==> src/rtl/scan_mux_pkg.sv <==
// Shared constants for scan_mux: mode encoding and default geometry.
package scan_mux_pkg;

    typedef enum logic {
        MODE_FIXED = 1'b0,
        MODE_SCAN  = 1'b1
    } mode_e;

    localparam int DEF_WIDTH = 4;
    localparam int DEF_NCH   = 4;

endpackage

==> src/rtl/scan_mux_sel.sv <==
// Combinational NCH-to-1 channel select; out-of-range indices fall back to channel 0.
module scan_mux_sel #(
    parameter int WIDTH = 4,
    parameter int NCH   = 4,
    parameter int SELW  = 2
) (
    input  logic [NCH*WIDTH-1:0] data,
    input  logic [SELW-1:0]      idx,
    output logic [WIDTH-1:0]     d,
    output logic [SELW-1:0]      ch
);

    // Only legal channels can match, so an index >= NCH keeps the channel-0 default.
    always_comb begin
        d  = data[0 +: WIDTH];
        ch = '0;
        for (int k = 1; k < NCH; k++) begin
            if (idx == SELW'(k)) begin
                d  = data[k*WIDTH +: WIDTH];
                ch = SELW'(k);
            end
        end
    end

endmodule

==> src/rtl/scan_mux.sv <==
// Registered channel mux with fixed/round-robin scan modes and valid/ready output handshake.
// Optional registered even parity on y when SCAN_MUX_PARITY_EN is defined.
module scan_mux
    import scan_mux_pkg::*;
#(
    parameter  int WIDTH = DEF_WIDTH,
    parameter  int NCH   = DEF_NCH,
    localparam int SELW  = $clog2(NCH)
) (
    input  logic                 clk,
    input  logic                 rst,
    input  logic [NCH*WIDTH-1:0] in_data,
    input  logic [SELW-1:0]      sel,
    input  logic                 mode,
    input  logic                 in_en,
    input  logic                 out_ready,
    output logic [WIDTH-1:0]     y,
    output logic [SELW-1:0]      y_ch,
    output logic                 y_valid,
    output logic                 y_par
);

    logic [SELW-1:0]  ptr;
    logic [SELW-1:0]  idx;
    logic [SELW-1:0]  cap_ch;
    logic [WIDTH-1:0] cap_d;
    logic             capture;

    assign idx     = (mode == MODE_SCAN) ? ptr : sel;
    assign capture = in_en && (!y_valid || out_ready);

    scan_mux_sel #(
        .WIDTH (WIDTH),
        .NCH   (NCH),
        .SELW  (SELW)
    ) u_sel (
        .data (in_data),
        .idx  (idx),
        .d    (cap_d),
        .ch   (cap_ch)
    );

    always_ff @(posedge clk or posedge rst) begin
        if (rst) begin
            y       <= '0;
            y_ch    <= '0;
            y_valid <= 1'b0;
            ptr     <= '0;
        end else begin
            if (capture) begin
                y       <= cap_d;
                y_ch    <= cap_ch;
                y_valid <= 1'b1;
            end else if (out_ready) begin
                y_valid <= 1'b0;
            end
            // Advance from the channel actually used, so an out-of-range pointer restarts at 1.
            if (mode == MODE_FIXED)
                ptr <= sel;
            else if (capture)
                ptr <= (cap_ch == SELW'(NCH-1)) ? '0 : cap_ch + SELW'(1);
        end
    end

`ifdef SCAN_MUX_PARITY_EN
    logic par_q;

    always_ff @(posedge clk or posedge rst) begin
        if (rst)
            par_q <= 1'b0;
        else if (capture)
            par_q <= ^cap_d;
    end

    assign y_par = par_q;
`else
    assign y_par = 1'b0;
`endif

endmodule
==> config.mk <==
export PLATFORM = sky130hd
export DESIGN_NAME = scan_mux
export DESIGN_NICKNAME = d
export VERILOG_FILES = /design/src/rtl/scan_mux_pkg.sv /design/src/rtl/scan_mux_sel.sv /design/src/rtl/scan_mux.sv
export SDC_FILE = /design/constraint.sdc
export NUM_CORES = 1
export LEC_CHECK = 0
export CAP_MARGIN = 20
export CORE_AREA = 2 2 42 44
export DETAILED_ROUTE_END_ITERATION = 10
export DIE_AREA = 0 0 44 46
export GPL_TIMING_DRIVEN = 0
export PLACE_DENSITY_LB_ADDON = 0.2
export SLEW_MARGIN = 20
export SYNTH_ARGS = -nofsm -noshare
export SYNTH_HDL_FRONTEND = slang
export SYNTH_SLANG_ARGS = --single-unit
==> constraint.sdc <==
create_clock -name clk -period 2.4 [get_ports clk]
set_input_delay 0.72 -clock clk [delete_from_list [all_inputs] [get_ports clk]]
set_output_delay 0.72 -clock clk [all_outputs]
set_load 0.02 [all_outputs]
==> results.cfg, run 1 <==
[detailed_routing]
routed_wl_um = 1360
vias = 528
postRouteAntennaNets = 0
drc = 0
via_per_inst = 4.93
drt-pass1-iter-count = 4
drt_iter0_drc = 18
routedWlPerCell_um = 12.7

[grt]
grt_antenna_before_repair = 0
grt_pass1_wl_um = 2030
grtUsageTotal = 0.140
grt_pass1_vias = 501
grt_overflow_total = 0
grt_max_degree = 10

[clock_tree]
cts_buffers = 3
cts_setup_buffers = 0
cts_sinks = 9
root_buffer = clkbuf_4
cts_max_level = 1
clkLatencyLatePin_ns = 0.26
cts.path.max_buffers = 2
path_clk_slew_ns = 0.06
tritoncts = built

[setup_path]
worstPathCellList = clkdlybuf4s50_1, mux2_2, ha_2, mux2_1, a222oi_1, a21oi_1
cpMaxStageDelayCell = clkdlybuf4s50_1
endpoint = y[2]$_DFFE_PP0P_
reg2reg_depth = 5
path_class = in -> reg
r2r_setup_slack_ns = 0.59
crit_start = sel[0]
crit_arrival_ns = 2.43
slowest_delay_ns = 0.41
worst_setup_path_end_kind = flip-flop
r2r-end = y[2]$_DFFE_PP0P_
crit_required_ns = 2.52
reg2reg_from = ptr[0]$_DFFE_PP0P_
critical_path_peak_fanout = 4
critPathLaunchType = primary input

[sta]
rsz0062_at_grt = false
skew_ns = 0.00882
finalSetupViolCount = 0
timing.final.ws_setup_ns = 0.0886
max_clock_freq_mhz = 433
holdWs_ns = 0.534
post-route-period-util = 0.963
min_period_ns = 2.31
slew_viol_final = 0
final_hold_viol_count = 0

[power_and_ir_drop]
powerDensity_nw_per_um2 = 566
pwr-share-seq = 0.383
p_comb_frac = 0.385
ir_drop_uv = 352
p_int_w = 0.000343
leakagePower_nw = 0.372
p_clk_frac = 0.232
switchingPower_w = 0.000152
swShare = 0.307

[placed_design]
gp_congestion = 0.728
portBuffers = 28
place_ws_ns = -0.492
dpl_cell_area_um2 = 846
hpwl_um = 1070

[logic_synthesis]
synth_edf_count = 0
synthDistinctLibCells = 20
ys_async_sr_fraction = 1.00
syn_area_per_cell_um2 = 9.38
syn_area_um2 = 544
synth-warning-count = 0
seq_area_frac_synth = 0.414
yosys-top-cells-area = dfrtp_1 (41%), a21oi_1 (12%), mux2_1 (8.3%)
synth_top_area_share = 0.414
synthFlopType = dfrtp_1
syn-num-nets = 84
syn_inst = 58
synthTopCellsByCount = a21oi_1 (13), dfrtp_1 (9)
yosysTopAreaCell = dfrtp_1
synth_most_common_cell = a21oi_1
synth_seq_cells = 9

[final_layout]
final_layout_size_suffix_gt1_frac = 0.0778
area_growth_pct = 60.5
fin_area_um2 = 873
final_nets = 117
antenna_cells = 0
fin_util = 0.541

[die]
start_util = 0.337
dieArea_um2 = 2020
row_count = 15
fp.dieW_um = 44
core_area_um2 = 1610
pin_count = 31
die_h_um = 46

[outcome]
status = finished clean

[flow_run]
drv_cap = 0

[min_path]
holdCritPathClass = reg -> reg
-- final cells by class --
cell class / count / area, um^2
multi-input combinational: 42 / 288
tap: 17 / 21.3
sequential: 9 / 225
inverter: 4 / 15.0
buffer: 3 / 18.8
fill: 158 / 741
clock buffer: 4 / 26.3
timing repair buffer: 28 / 279
-- cells in the final DEF (no fill, tap or decap) --
cell and n:
or3_1 1, a31oi_1 1, buf_4 2, and3_1 1, nor2b_1 2, ha_1 2, clkdlybuf4s50_1 27, clkbuf_1 2
and2_1 1, dfrtp_1 9, mux2_1 4, a21oi_1 13, nand2b_1 1, o31ai_1 1, o21ai_0 1, nor2_1 3
dlygate4sd2_1 1, conb_1 1, clkbuf_4 3, inv_1 4, a222oi_1 4, ha_2 1, mux2_2 1, nand2_1 4
-- kinds of logic after synthesis --
group                      Yosys count  synth area share
DFF                                  9             0.414
muxes                                5             0.103
buffers and inverters                7            0.0620
AOI/OAI and AO/OA                   20             0.228
and+or+nand+nor                     13             0.117
other                                1           0.00689
adders and majority gates            3            0.0690
-- per-stage QoR --
step | total power (W) | cells | TNS (ns)
2_1_floorplan | 0.000290 | 58 | 0
3_3_place_gp | 0.000382 | 103 | -1.93
3_5_place_dp | 0.000384 | 103 | -2.02
4_1_cts | 0.000504 | 107 | 0
5_1_grt | 0.000529 | 107 | 0
6_report | 0.000495 | 107 | 0
-- power groups by stage --
stage               Clock [W]  Combinational (W)  Sequential (W)
floorplan                   0          0.0000731        0.000217
global placement            0           0.000190        0.000192
detailed placement          0           0.000192        0.000192
CTS                  0.000122           0.000193        0.000189
global route         0.000129           0.000208        0.000192
finish               0.000115           0.000191        0.000189
-- worst min path at each step --
| stage | end | slack, ns | cells past startpoint | from |
|---|---|---|---|---|
| finish | y[3]$_DFFE_PP0P_ | 0.53 | 2 | y[3]$_DFFE_PP0P_ |
| global route | y_ch[1]$_DFFE_PP0P_ | 0.56 | 2 | y_ch[1]$_DFFE_PP0P_ |
| CTS | y_ch[1]$_DFFE_PP0P_ | 0.54 | 2 | y_ch[1]$_DFFE_PP0P_ |
| detailed placement | y_ch[0]$_DFFE_PP0P_ | 0.52 | 2 | y_ch[0]$_DFFE_PP0P_ |
| global placement | y[1]$_DFFE_PP0P_ | 0.52 | 2 | y[1]$_DFFE_PP0P_ |
| floorplan | ptr[0]$_DFFE_PP0P_ | 0.53 | 2 | ptr[0]$_DFFE_PP0P_ |
-- critical path: cells and delay by family --
family	cells	cell delay [ns]
muxes	2	0.62
adders and majority gates	1	0.23
buffers and inverters	1	0.41
AOI/OAI and AO/OA	2	0.45
-- flip-flops by register name (all words and copies together), names as in the netlist --
name	count
y	4
ptr	2
y_valid	1
y_ch	2
-- what timing repair did --
| action | 4_1_cts | 5_1_grt |
|---|---|---|
| hold endpoints to repair | 0 | 0 |
| hold buffers | 0 | 0 |
| pin swaps | 2 | 1 |
| endpoints found under the setup margin | 4 | 1 |
| resized for setup | 2 | 0 |
-- routing by layer --
metal  GRT usage  wire, um  vias up
li1            -         -      274
met1       0.175       600      234
met2       0.206       616       18
met3      0.0317       130        2
met4       0.109        10        0
met5           0         0        -
Note: power is estimated with default switching activity, not from simulation.
==> run 2, diff against run 1 <==
--- a/config.mk
+++ b/config.mk
@@ -5,7 +5,6 @@
 export SDC_FILE = /design/constraint.sdc
 export NUM_CORES = 1
 export LEC_CHECK = 0
-export CAP_MARGIN = 20
 export CORE_AREA = 2 2 42 44
 export DETAILED_ROUTE_END_ITERATION = 10
 export DIE_AREA = 0 0 44 46
==> results of run 2 <==
No change in the layout: final DEF, timing and power equal those of run 1.
==> run 3, diff against run 2 <==
--- a/config.mk
+++ b/config.mk
@@ -10,7 +10,9 @@
 export DIE_AREA = 0 0 44 46
 export GPL_TIMING_DRIVEN = 0
 export PLACE_DENSITY_LB_ADDON = 0.2
+export REMOVE_ABC_BUFFERS = 1
 export SLEW_MARGIN = 20
 export SYNTH_ARGS = -nofsm -noshare
 export SYNTH_HDL_FRONTEND = slang
 export SYNTH_SLANG_ARGS = --single-unit
+export TNS_END_PERCENT = 20
==> results.cfg, run 3 (synthesized netlist as in run 1, its figures left out) <==
[outcome]
status = finished clean

[die]
pin_count = 31
start_util = 0.337
fp.dieW_um = 44
row_count = 15
core_area_um2 = 1610
dieArea_um2 = 2020
die_h_um = 46

[placed_design]
hpwl_um = 1060
portBuffers = 29
gp_congestion = 0.750
place_ws_ns = -0.515
dpl_cell_area_um2 = 837

[detailed_routing]
drc = 0
via_per_inst = 5.10
drt_iter0_drc = 18
postRouteAntennaNets = 0
vias = 535
drt-pass1-iter-count = 5
routedWlPerCell_um = 12.7
routed_wl_um = 1330

[grt]
grt_pass1_vias = 514
busiest_layer = met2
grt_antenna_before_repair = 0
grt_pass1_wl_um = 2100
met2_usage = 0.226
grtUsageMet3 = 0.0159
grt_max_degree = 10
met1_usage = 0.178
grt_overflow_total = 0
grtUsageTotal = 0.143

[sta]
slew_viol_final = 0
min_period_ns = 2.33
post-route-period-util = 0.970
rsz0062_at_grt = false
final_hold_viol_count = 0
timing.final.ws_setup_ns = 0.0729
finalSetupViolCount = 0
max_clock_freq_mhz = 430
skew_ns = 0.00330

[power_and_ir_drop]
leakagePower_nw = 0.371
powerDensity_nw_per_um2 = 567
ir_drop_uv = 300

[final_layout]
antenna_cells = 0
top_regs = y (4), ptr (2), y_ch (2)
fin_area_um2 = 878
largest_reg_flops = 4
final_layout_size_suffix_gt1_frac = 0.0568
top_register = y
final_nets = 115
layout_commonest_cell = clkdlybuf4s50_1
area_growth_pct = 61.4
final_cell_mix = clkdlybuf4s50_1 (28), a21oi_1 (13), dfrtp_1 (9)

[clock_tree]
cts_max_level = 1
root_buffer = clkbuf_4
cts.path.max_buffers = 2
cts_sinks = 9
clkLatencyLatePin_ns = 0.25
ctsHoldBuffers = 0
cts_buffers = 3
path_clk_slew_ns = 0.06
tritoncts = built

[setup_path]
path_class = in -> reg
worst_setup_path_end_kind = flip-flop
critical_path_peak_fanout = 4
crit_arrival_ns = 2.45
crit_required_ns = 2.52
critPathLaunchType = primary input

[min_path]
holdCritPathClass = reg -> reg

[flow_run]
drv_cap = 0
## run 3: path summary, 6_finish.rpt
check | slack, ns | cells past startpoint | end | start
setup reg to reg | 0.60 | 5 | y[1]$_DFFE_PP0P_ | ptr[0]$_DFFE_PP0P_
hold / removal | 0.54 | 2 | y_ch[0]$_DFFE_PP0P_ | y_ch[0]$_DFFE_PP0P_
setup / recovery | 0.07 | 6 | y[1]$_DFFE_PP0P_ | sel[0]
hold reg to reg | 0.54 | 2 | y_ch[0]$_DFFE_PP0P_ | y_ch[0]$_DFFE_PP0P_
min in group asynchronous | 0.72 | 2 | ptr[0]$_DFFE_PP0P_ | rst
max in group asynchronous | 1.42 | 2 | y[2]$_DFFE_PP0P_ | rst
## run 3: worst max-delay path: stages
cell	delay, ns
clkdlybuf4s50_1	0.42
mux2_4	0.31
ha_4	0.18
mux2_1	0.32
a222oi_1	0.37
a21oi_1	0.12
## run 3: power breakdown
part / leakage, nW / total, W / switching (W) / internal (W)
combinational: 0.255 / 0.000195 / 0.0000904 / 0.000104
clock: 0.0150 / 0.000115 / 0.0000507 / 0.0000639
sequential: 0.101 / 0.000189 / 0.0000124 / 0.000176
## run 3: metal layers
layer | wire [um] | vias to the layer above
met5 | 0 | -
met2 | 627 | 17
met1 | 590 | 246
li1 | - | 270
met3 | 95 | 2
met4 | 17 | 0
## run 3: stage by stage
stage	total power, W	util	hold WS, ns	TNS [ns]	cells
final	0.000498	0.544	0.535	0	105
after global routing	0.000530	0.544	0.583	0	105
after CTS	0.000501	0.536	0.540	0	105
after floorplan	0.000286	-	0.531	0	55
after detailed placement	0.000383	0.519	0.526	-1.92	101
after global placement	0.000380	0.519	0.514	-1.93	101
## run 3: layout make-up
| class | instances | area (um^2) |
|---|---|---|
| Multi-Input combinational cell | 42 | 302 |
| Sequential cell | 9 | 225 |
| Timing Repair Buffer | 29 | 289 |
| Inverter | 4 | 15.0 |
| Tap cell | 17 | 21.3 |
| Clock buffer | 4 | 26.3 |
| Fill cell | 149 | 736 |
## run 3: timing repair
action | CTS | global route
gates cloned | 0 | 0
resized for setup | 2 | 2
endpoints found under the setup margin | 4 | 1
setup buffers | 0 | 0
pin swaps | 1 | 2
